## src/rtl/branch_resolve_pkg.sv

```systemverilog
// Shared types and encodings for branch resolution and the prediction record pipe.
package branch_resolve_pkg;

  localparam int unsigned IDX_W_DEF = 5;
  // Widest predictor index a record can carry; IDX_W must not exceed this.
  localparam int unsigned IDX_MAX_W = 16;
  localparam int unsigned PC_W      = 32;

  typedef enum logic [1:0] {
    NOT_TAKEN = 2'b00,
    TAKEN     = 2'b01,
    NO_UPD    = 2'b10
  } real_taken_e;

  typedef struct packed {
    logic                 valid;
    logic [PC_W-1:0]      pc;
    logic                 pred_taken;
    logic [PC_W-1:0]      pred_pc;
    logic [IDX_MAX_W-1:0] index;
  } pred_rec_t;

endpackage

```

## src/rtl/branch_resolve_pred_record_pipe.sv

```systemverilog
// Prediction record stages from fetch to EX; stall holds, flush invalidates all.
module pred_record_pipe
  import branch_resolve_pkg::*;
#(
  parameter int unsigned DEPTH = 2
) (
  input  logic      clk,
  input  logic      reset,
  input  logic      stall,
  input  logic      flush,
  input  pred_rec_t in_rec,
  output pred_rec_t ex_rec
);

  pred_rec_t stage [DEPTH];

  // Shift one stage per unstalled cycle; only valid bits need clearing.
  always_ff @(posedge clk) begin
    if (!reset) begin
      for (int i = 0; i < int'(DEPTH); i++) stage[i].valid <= 1'b0;
    end else if (flush) begin
      for (int i = 0; i < int'(DEPTH); i++) stage[i].valid <= 1'b0;
    end else if (!stall) begin
      stage[0] <= in_rec;
      for (int i = 1; i < int'(DEPTH); i++) stage[i] <= stage[i-1];
    end
  end

  assign ex_rec = stage[DEPTH-1];

endmodule

```

## src/rtl/branch_resolve.sv

```systemverilog
// Resolves the EX prediction record against the real outcome and drives
// predictor updates, fetch redirects and statistics counters.
module branch_resolve
  import branch_resolve_pkg::*;
#(
  parameter int unsigned IDX_W = IDX_W_DEF,
  parameter int unsigned DEPTH = 2
) (
  input  logic             clk,
  input  logic             reset,
  input  logic             if_valid,
  input  logic [31:0]      if_pc,
  input  logic [31:0]      if_pred_pc,
  input  logic             if_pred_taken,
  input  logic [IDX_W-1:0] if_pred_index,
  input  logic             stall,
  input  logic             ex_is_branch,
  input  logic             ex_is_jump,
  input  logic             ex_cond_true,
  input  logic [31:0]      ex_target,
  output logic             btb_update,
  output logic [IDX_W-1:0] write_index,
  output logic [31:0]      tag_write,
  output logic [31:0]      real_pc,
  output logic [1:0]       real_taken,
  output logic             redirect,
  output logic [31:0]      redirect_pc,
  output logic [31:0]      br_count,
  output logic [31:0]      mis_count
);

  pred_rec_t   in_rec;
  pred_rec_t   ex_rec;
  logic        ctrl_c;
  logic        taken_c;
  logic        mis_c;
  logic [31:0] actual_c;
  logic        unused_bits;

  // Record fields carried for the predictor but not needed to resolve.
  assign unused_bits = ^{ex_rec.pred_taken, ex_rec.index};

  // Resolve the EX record; stalled cycles never resolve.
  always_comb begin
    ctrl_c   = 1'b0;
    taken_c  = 1'b0;
    mis_c    = 1'b0;
    actual_c = ex_rec.pc + 32'd4;
    taken_c  = ex_is_jump | (ex_is_branch & ex_cond_true);
    ctrl_c   = !stall & ex_rec.valid & (ex_is_branch | ex_is_jump);
    if (taken_c) actual_c = ex_target;
    mis_c    = ctrl_c & (actual_c != ex_rec.pred_pc);
  end

  // Incoming record; wrong-path fetches during a flush or redirect are dropped.
  always_comb begin
    in_rec            = '0;
    in_rec.valid      = if_valid & !mis_c & !redirect;
    in_rec.pc         = if_pc;
    in_rec.pred_taken = if_pred_taken;
    in_rec.pred_pc    = if_pred_pc;
    in_rec.index      = IDX_MAX_W'(if_pred_index);
  end

  pred_record_pipe #(.DEPTH(DEPTH)) u_pipe (
    .clk    (clk),
    .reset  (reset),
    .stall  (stall),
    .flush  (mis_c),
    .in_rec (in_rec),
    .ex_rec (ex_rec)
  );

  // Registered resolution results; pulses default to the no-update state.
  always_ff @(posedge clk) begin
    if (!reset) begin
      btb_update  <= 1'b0;
      write_index <= '0;
      tag_write   <= '0;
      real_pc     <= '0;
      real_taken  <= NO_UPD;
      redirect    <= 1'b0;
      redirect_pc <= '0;
      br_count    <= '0;
      mis_count   <= '0;
    end else begin
      btb_update <= 1'b0;
      real_taken <= NO_UPD;
      redirect   <= 1'b0;
      if (ctrl_c) begin
        br_count   <= br_count + 32'd1;
        real_taken <= taken_c ? TAKEN : NOT_TAKEN;
        if (taken_c) begin
          btb_update  <= 1'b1;
          write_index <= IDX_W'(ex_rec.index);
          tag_write   <= ex_rec.pc;
          real_pc     <= ex_target;
        end
      end
      if (mis_c) begin
        redirect    <= 1'b1;
        redirect_pc <= actual_c;
        mis_count   <= mis_count + 32'd1;
      end
    end
  end

endmodule
```

## config.mk

```make
export PLATFORM = sky130hd
export DESIGN_NAME = branch_resolve
export DESIGN_NICKNAME = d
export VERILOG_FILES = /design/src/rtl/branch_resolve_pkg.sv /design/src/rtl/branch_resolve_pred_record_pipe.sv /design/src/rtl/branch_resolve.sv
export SDC_FILE = /design/constraint.sdc
export NUM_CORES = 1
export LEC_CHECK = 0
export CORE_MARGIN = 8
export CORE_UTILIZATION = 45
export CTS_BUF_LIST = sky130_fd_sc_hd__clkbuf_8
export DETAILED_ROUTE_END_ITERATION = 10
export GPL_TIMING_DRIVEN = 0
export PLACE_DENSITY_LB_ADDON = 0.3
export SYNTH_ARGS = -nofsm -noshare
export SYNTH_HDL_FRONTEND = slang
export SYNTH_SLANG_ARGS = --single-unit
```

## constraint.sdc

```tcl
create_clock -name clk -period 11.5 [get_ports clk]
set_clock_uncertainty 0.2 [all_clocks]
set_input_delay 2.875 -clock clk [delete_from_list [all_inputs] [get_ports clk]]
set_output_delay 2.875 -clock clk [all_outputs]
set_load 0.005 [all_outputs]
```

After elaboration in Yosys (flattened, before gate mapping)
Memory sizes are Yosys's and may differ from the RTL's.
Index checks and enable logic that the tools add are counted.

word-level totals
  flip-flop bits (word level) = 169
  bits in writable memories = 164
  input bits = 109
  output and inout bits = 169
  word-level logic and storage cells = 46
  memories kept = 1

cells by class
  $add $sub $neg = 3
  eq/ne operators = 1
  multiplexer cells = 15
  bitwise gates (word level) = 12
  reductions and logical operators = 5

memory list
  name          words  bits a word  rd ports  clocked after Yosys merged registers in  write ports  RTL line                               RTL
  u_pipe.stage  2      82           2         0                                        2            branch_resolve_pred_record_pipe.sv:15  pred_rec_t stage [DEPTH];

operators with widths
  operator                                       number
  adder 32 x 1 -> 32 bit, second input constant  2
  adder 32 x 3 -> 32 bit, second input constant  1
  two-way mux 32 bit                             1
  inequality test 32 bit                         1
  two-way mux 1 bit                              14
  AND 1 bit                                      6
  OR 1 bit                                       6
  AND reduction 2 bit                            2
  zero test 1 bit                                3

Longest topological paths before layout
Gate-level depths: netlist of run 1.

  depth after elaboration = 10
  gate-level depth with buffers = 16
  depth with buffers taken out = 11

Hierarchy
Synthesis of run 1 repeated with hierarchy kept, for this count alone.

second synthesis, totals
  cells, all modules = 1595
  area total of the unflattened synthesis = 16540.9 sq um

modules (own cells, without submodules)
  module            times used  cells an instance  area each (sq um)  seq. area each (sq um)
  branch_resolve    1           1129               8649.5             3363.2
  pred_record_pipe  1           466                7891.3             4924.7

Least setup slack after synthesis of run 1
OpenSTA, ideal clock, no wires.

  path kind = in2reg
  start point = in ex_is_branch
  end point = mem u_pipe.stage[0][0] (netlist name), enable pin
  setup time = 0.437 ns
  arrival = 6.986 ns
  data required time = 10.863 ns
  path slack = 3.877 ns
  cell stages on the path = 12
  path buffers = 4
  cell sequence = a21oi_1 clkbuf_1 clkbuf_1 o21ai_0 o21ai_0 o2111ai_1 a2111oi_0 nand4_1 or2_1 buf_2 a211oi_4 buf_2

RTL lines
  element      RTL line                               RTL
  from (decl)  branch_resolve.sv:17                   input logic ex_is_branch,
  to (decl)    branch_resolve_pred_record_pipe.sv:15

==> key figures, run 1 <==
CTS
  • Clock sinks: between 300 and 400
  • Post-CTS Setup Inserts: 0
  • Clk Latency, worst-skew pair: between 0.5 and 0.6 ns
  • CTS tree: done
  • CTS Buf Count: 50
  • Clk buf depth: 3
  • Worst-path clk slew: around 0.060 ns
  • H-tree depth: 2
  • CTS root buf: clkbuf_8
  • Number of hold buffers added after CTS: 0
  • Post-cts resize count: 0

Synthesis
  • Synth Cell Area: about 14000 um2
  • Yosys top cell area share: between 20 and 30%
  • Largest area contributor in the netlist: edfxtp_1
  • Synth Flop Type: dfxtp_1
  • Ys async rst share: 0%
  • Yosys cell types: a little over 70
  • Count leader, synth: nand2_1
  • Synth cell count leaders: nand2_1, dfxtp_1, and2_1
  • Syn Nets: 1598
  • Syn Inst Count: about 1500
  • Seq/Total Area, Yosys: between 50% and 60%
  • Synth Warn #: 0
  • Post-synthesis register bit count: 308
  • Synth top area cells: edfxtp_1, dfxtp_1, nand2_1
  • Avg Cell Area, Syn: between 9 and 10 um2
  • Post-synth EDFFs: between 100 and 150

STA
  • F_max: between 0.1 and 0.15 GHz
  • Slew Viols, Final: 0
  • Min setup slack post-route: around 2.8 ns
  • Fin Setup TNS: 0 ns
  • Slew HR: a little under half
  • Fin Hold WS: 0.2524 ns
  • Worst slew pin tran: between 0.8 and 0.9 ns
  • Min cycle time layout: 8.744 ns
  • Final Hold Viols: 0
  • Final Setup Violations: 0
  • Final period utilization: about three quarters
  • RSZ-0062 raised after global routing: false

Worst setup path
  • CP cell instances: clkdlybuf4s50_1 > a21oi_1 > clkbuf_1 > clkbuf_1 > o21ai_0 > o21ai_0 > o2111ai_1 > a2111oi_0 > nand4_1 > or2_1 > buf_2 > a211oi_4 > buf_6 > buf_16
  • Critical Path AT: around 8.8 ns
  • Critical path launch point type: input port
  • CP Data Required Time: around 12 ns
  • R2r worst-path depth: 14
  • Crit path max-delay cell type: a21oi_1
  • Max Fanout on Critical Path: 78
  • Crit end category: flip-flop
  • Critical Path Max Stage Delay: about 0.63 ns
  • Critical setup path kind: input port to flip-flop

Final layout
  • Layout Area Growth over Synthesis: 29.58%
  • Fillcell total: about 2800
  • Fraction of layout cells with a size suffix above 1: under 10%
  • Final #Nets: about 1900
  • Final std cells w/o fill: between 2000 and 2500

Route
  • Drt wl/cell: ~21 um
  • Vias per inst: 5.499
  • Detail Route Antenna Nets: 0
  • Vias: around 12000
  • Pre-antenna DRT Iters: 5
  • Final wirelength: approximately 47000 um
  • Iter 0 DRT Violations: 753
  • Residual DRC: 0

Floorplanning
  • Die Y: 194.4 um
  • Die Area: 37810 um2
  • Core Area: approximately 31000 um2
  • Initial Util: a little under half
  • Std-Cell Rows: 65
  • Die X: roughly 190 um
  • Io pins: approximately 280

Placed design
  • Detail Placement HPWL: between 30000 and 40000 um
  • Gpl congestion: 0.9238
  • Dpl cells: approximately 2200
  • DP Worst Slack: roughly 2.4 ns
  • IO buf count: about 280

Pwr
  • P_leak: approximately 6.4 nW
  • PD cells: approximately 120 nW/um2
  • Maximum vdd ir drop: approximately 0.08 mV

Global routing
  • Tot GR Track Use: 23.91%
  • First-pass GRT wire length: ~71000 um
  • GR Overflow Total: 0
  • Largest net degree at the start of global routing: approximately 80
  • Vias in the first global route: ~12000
  • Initial antenna violation count: 1

Outcome
  • Status: completed

Min path
  • Hold path depth: 2
  • HP Class: flip-flop to flip-flop

Flow run
  • # Max-Cap Violations: 0
-- report_power, final --
| group | internal (W) | switching, W | total (W) |
|---|---|---|---|
| registers | 0.00118 | 0.0000200 | 0.00120 |
| logic | 0.0000973 | 0.000119 | 0.000217 |
| clock network | 0.000475 | 0.000425 | 0.000900 |
| total | 0.00175 | 0.000565 | 0.00232 |
-- sequential cells by signal, summed over array words and instances (netlist names) --
| register | count |
|---|---|
| redirect | 1 |
| redirect_pc | 32 |
| u_pipe.stage | 140 |
| write_index | 5 |
| mis_count | 32 |
| tag_write | 32 |
| real_taken | 2 |
| br_count | 32 |
| real_pc | 32 |
-- critical path: cells and delay by family --
| kind | cells | cell delay, ns |
|---|---|---|
| and+or+nand+nor | 2 | 0.60 |
| buffers and inverters | 6 | 2.68 |
| AOI/OAI and AO/OA | 6 | 2.53 |
-- cells in the final DEF, fill, tap and decap left out, drive strengths merged, types with 35 or more instances in the layout --
master,synthesis,routed
edfxtp,140,140
xnor2,43,43
clkbuf,79,133
clkdlybuf4s50,0,276
dfxtp,168,168
a21oi,114,114
xor2,38,38
nand3,35,35
and2,141,141
nand2,251,251
nand4,51,51
o21ai,62,62
nor2,60,60
inv,21,40
-- layer usage --
| layer | global-route usage [%] | wire [um] | part of all wire, % | up-vias |
|---|---|---|---|---|
| met4 | 8.967 | 1746 | 3.7 | 2 |
| met3 | 5.010 | 3617 | 7.7 | 111 |
| li1 | - | - | - | 5926 |
| met5 | 0 | 13 | 0.028 | - |
| met2 | 41.21 | 22860 | 49 | 525 |
| met1 | 29.06 | 18880 | 40 | 5830 |
-- final cells by class --
cell class	count	area [um2]	share of cell area, %
Inverter	21	78.83	0.4245
Multi-Input combinational cell	1046	6157	33.16
Sequential cell	308	7567	40.75
Clock inverter	34	193.9	1.044
Antenna cell	1	2.502	0.01348
Buffer	111	531.8	2.864
Timing Repair Buffer	277	2790	15.03
Tap cell	402	503.0	2.709
Clock buffer	54	743.2	4.003
-- final timing paths --
check	slack, ns	endpoint	startpoint
worst max-delay path	2.76	u_pipe.stage[0][134]	ex_cond_true
worst min-delay path	0.25	tag_write[23]	tag_write[23]
worst max register to register	5.73	u_pipe.stage[0][134]	u_pipe.stage[0][145]
worst min register to register	0.25	tag_write[23]	tag_write[23]
-- kinds of logic after synthesis --
group	share of synthesized area (%)
AOI/OAI and AO/OA	11.87
buffers and inverters	4.218
adders and majority gates	0.2620
DFF	52.81
muxes	1.397
xor gates and xnor gates	5.265
and+or+nand+nor	24.18
-- stage by stage --
stage          total power [W]  instance area [um2]  utilization, %
2_1_floorplan         0.001321                14330               -
6_report              0.002318                18570           58.99
3_3_place_gp          0.001437                17590           55.90
4_1_cts               0.002331                18570           58.99
3_5_place_dp          0.001439                17630           56.01
5_1_grt               0.002401                18570           58.99
Note: power is estimated with default switching activity, not from simulation.
==> inputs of run 2 (changes only) <==
clock period = 8.2 ns   (was 11.5 ns; I/O delays follow)
==> results of run 2 <==
The final DEF is identical to that of run 1. Status: completed.
Among the figures that moved: setup slack after placement 2.379 ns -> -0.09551 ns; setup slack after layout 2.756 ns -> 0.2805 ns; register-to-register setup slack 5.73 ns -> 2.43 ns; total power 0.002318 W -> 0.003251 W; worst IR drop on VDD 0.07983 mV -> 0.1120 mV
==> inputs of run 3 (changes only) <==
ABC_AREA = 1   (was default)
CORE_ASPECT_RATIO = 0.75   (was default)
CORE_UTILIZATION = 54   (was 45)
==> key figures, run 3 <==
Worst setup path
  • Buf/Inv on CP: 8 (was 6)
  • Cell family with most CP delay: buffers and inverters (unchanged)
  • Critical Path Stages: 21 (was 14)
  • Crit end category: flip-flop (unchanged)
  • Internal reg-to-reg setup slack: 3.59 ns (was 2.43 ns)
  • Critical Path AT: 5.89 ns (was 7.97 ns)
  • Max Fanout on Critical Path: 110 (was 78)
  • CP Data Required Time: 8.21 ns (was 8.25 ns)
  • CP dominant cell by count: nand2_1
  • Critical Path Max Stage Delay: 0.42 ns (was 0.63 ns)
  • R2r worst-path depth: 20 (was 14)
  • Critical path launch point type: input port (unchanged)
  • CP cell instances: clkdlybuf4s50_1 > nand2_1 > nand2_1 > inv_2 > buf_2 > buf_2 > nand3_1 > nand3_1 > nand2_1 > nor2_1 > nand2_1 > nor2_1 > nand3_1 > nor2_1 > nand2_2 > nand2_4 > nand3_4 > buf_6 > buf_6 > inv_6 > buf_16 (was clkdlybuf4s50_1 > a21oi_1 > clkbuf_1 > clkbuf_1 > o21ai_0 > o21ai_0 > o2111ai_1 > a2111oi_0 > nand4_1 > or2_1 > buf_2 > a211oi_4 > buf_6 > buf_16)
  • Crit path max-delay cell type: clkdlybuf4s50_1 (was a21oi_1)
  • Critical setup path kind: input port to flip-flop (unchanged)

Global routing
  • Largest net degree at the start of global routing: 111 (was 79)
  • First-pass GRT wire length: 74800 um (was 70890 um)
  • Vias in the first global route: 13490 (was 12030)
  • Tot GR Track Use: 29.87% (was 23.91%)
  • GR Overflow Total: 0 (unchanged)
  • Initial antenna violation count: 2 (was 1)

Route
  • Iter 0 DRT Violations: 1377 (was 753)
  • Pre-antenna DRT Iters: 8 (was 5)
  • Vias: 14030 (was 12390)
  • Detail Route Antenna Nets: 0 (unchanged)
  • Vias per inst: 5.362 (was 5.499)
  • Residual DRC: 0 (unchanged)
  • Final wirelength: 49700 um (was 47120 um)
  • Drt wl/cell: 18.99 um (was 20.91 um)

Synthesis
  • Synth Warn #: 0 (unchanged)
  • Yosys cell types: 37 (was 71)
  • Synth Cell Area: 14600 um2 (was 14330 um2)
  • Ys async rst share: 0% (unchanged)
  • Seq/Total Area, Yosys: 51.82% (was 52.81%)
  • Largest area contributor in the netlist: edfxtp_1 (unchanged)
  • Syn Inst Count: 1903 (was 1486)
  • Post-synth EDFFs: 140 (unchanged)
  • Post-synthesis register bit count: 308 (unchanged)
  • Synth top area cells: edfxtp_1, dfxtp_1, nand2_1 (unchanged)
  • Syn Nets: 2015 (was 1598)
  • Avg Cell Area, Syn: 7.674 um2 (was 9.642 um2)
  • Count leader, synth: nand2_1 (unchanged)
  • Yosys top cell area share: 28.79% (was 29.34%)
  • Synth Flop Type: dfxtp_1 (unchanged)
  • Synth cell count leaders: nand2_1, nor2_1, inv_1 (was nand2_1, dfxtp_1, and2_1)

STA
  • Final Hold Viols: 0 (unchanged)
  • Min cycle time layout: 5.872 ns (was 7.919 ns)
  • F_max: 0.1703 GHz (was 0.1263 GHz)
  • Fin Setup TNS: 0 ns (unchanged)
  • Final Setup Violations: 0 (unchanged)
  • Final period utilization: 71.61% (was 96.58%)
  • Slew Viols, Final: 0 (unchanged)
  • Worst slew pin tran: 0.9540 ns (was 0.8092 ns)
  • RSZ-0062 raised after global routing: false (unchanged)
  • Slew HR: 36.16% (was 45.56%)

CTS
  • Number of hold buffers added after CTS: 0 (unchanged)
  • CTS Buf Count: 47 (was 50)
  • Post-CTS Setup Inserts: 0 (unchanged)
  • Worst-path clk slew: 0.06 ns (about the same)
  • Post-cts resize count: 0 (unchanged)
  • CTS root buf: clkbuf_8 (unchanged)
  • Clk Latency, worst-skew pair: 0.59 ns (was 0.57 ns)
  • Clock sinks: 308 (unchanged)
  • CTS tree: done (unchanged)
  • H-tree depth: 2 (unchanged)
  • Clk buf depth: 3 (unchanged)

Floorplanning
  • Io pins: 278 (unchanged)
  • Die Y: 158.4 um (was 194.4 um)
  • Die X: 205.9 um (was 194.4 um)
  • Initial Util: 54.48% (was 45.53%)
  • Die Area: 32620 um2 (was 37810 um2)
  • Core Area: 26810 um2 (was 31470 um2)
  • Std-Cell Rows: 52 (was 65)

Placed design
  • Gpl congestion: 0.9468 (was 0.9238)
  • IO buf count: 275 (was 276)
  • Detail Placement HPWL: 38930 um (was 36690 um)

Final layout
  • Final #Nets: 2340 (was 1927)
  • Layout Area Growth over Synthesis: 28.22% (was 29.58%)
  • Most frequent cells in the layout: nand2_1, nor2_1, inv_1 (was clkdlybuf4s50_1, nand2_1, dfxtp_1)
  • Post-Route Utilization: 69.86% (was 58.99%)
  • Antenna diode count: 0 (was 1)
  • Most flops, register: u_pipe.stage (unchanged)
  • Max FFs per register: 140 (unchanged)
  • Most common cell after layout, fill and taps aside: nand2_1 (was clkdlybuf4s50_1)
  • Fraction of layout cells with a size suffix above 1: 6.311% (was 5.781%)

Pwr
  • P_leak: 8.123 nW (was 6.365 nW)
  • PD cells: 173.5 nW/um2 (was 175.1 nW/um2)
  • Final total power: 0.003249 W (was 0.003251 W)
  • Maximum vdd ir drop: 0.1438 mV (was 0.1120 mV)

Min path
  • Hold path depth: 2 (unchanged)
  • HP Class: flip-flop to flip-flop (unchanged)

Outcome
  • Status: completed (unchanged)

Flow run
  • # Max-Cap Violations: 0 (unchanged)
-- run 3: routing by layer --
layer / vias up / track usage (%) / share of wire (%)
li1: 6738 / - / -
met1: 6466 / 39.83 / 42
met2: 724 / 45.10 / 42
met3: 101 / 10.25 / 13
met4: 4 / 9.781 / 3.0
met5: - / 0 / 0.046
-- run 3: cell families (layout without fill, tap and decap cells) --
family	after synthesis	after routing	share of synthesized area (%)
simple gates	1035	1035	30.93
buf+inv	374	737	10.28
flops	308	308	51.82
compound gates	170	170	5.937
xor+xnor	13	13	0.7796
fa+ha+maj	3	3	0.2571
-- run 3: power by group --
group	switching (W)	leakage, nW	internal [W]	total, W
Combinational	0.000197	4.86	0.000143	0.000340
Sequential	0.0000355	2.72	0.00166	0.00169
Clock	0.000600	0.534	0.000614	0.00121
-- run 3: final timing paths --
| check | from | endpoint |
|---|---|---|
| worst min register to register | redirect_pc[28] | redirect_pc[28] |
| worst max-delay path | ex_is_branch | u_pipe.stage[0][52] |
| worst max register to register | u_pipe.stage[0][134] | u_pipe.stage[0][52] |
| worst min-delay path | redirect_pc[28] | redirect_pc[28] |
-- run 3: worst min-delay path, stage by stage, from the launching register on --
cell     delay, ns
dfxtp_1       0.31
nand3_1       0.07
nand2_1       0.04
-- run 3: through the flow --
| step | worst slack [ns] | hold WS [ns] | cells | cell area (um2) |
|---|---|---|---|---|
| floorplan | 2.238 | 0.2474 | 1903 | 14600 |
| global placement | 0.5025 | 0.2533 | 2529 | 17800 |
| detailed placement | 1.835 | 0.2602 | 2530 | 17830 |
| CTS | 2.408 | 0.2693 | 2617 | 18730 |
| global route | 2.012 | 0.2915 | 2617 | 18730 |
| finish | 2.328 | 0.2687 | 2617 | 18730 |
-- run 3: cell type report --
| type | instances | area [um2] |
|---|---|---|
| Clock buffer | 55 | 757.0 |
| Fill cell | 2226 | 8080 |
| Buffer | 74 | 375.4 |
| Multi-Input combinational cell | 1221 | 5535 |
| Timing Repair Buffer | 276 | 2780 |
| Inverter | 300 | 1131 |
| Sequential cell | 308 | 7567 |
| Clock inverter | 32 | 140.1 |
| Tap cell | 351 | 439.2 |
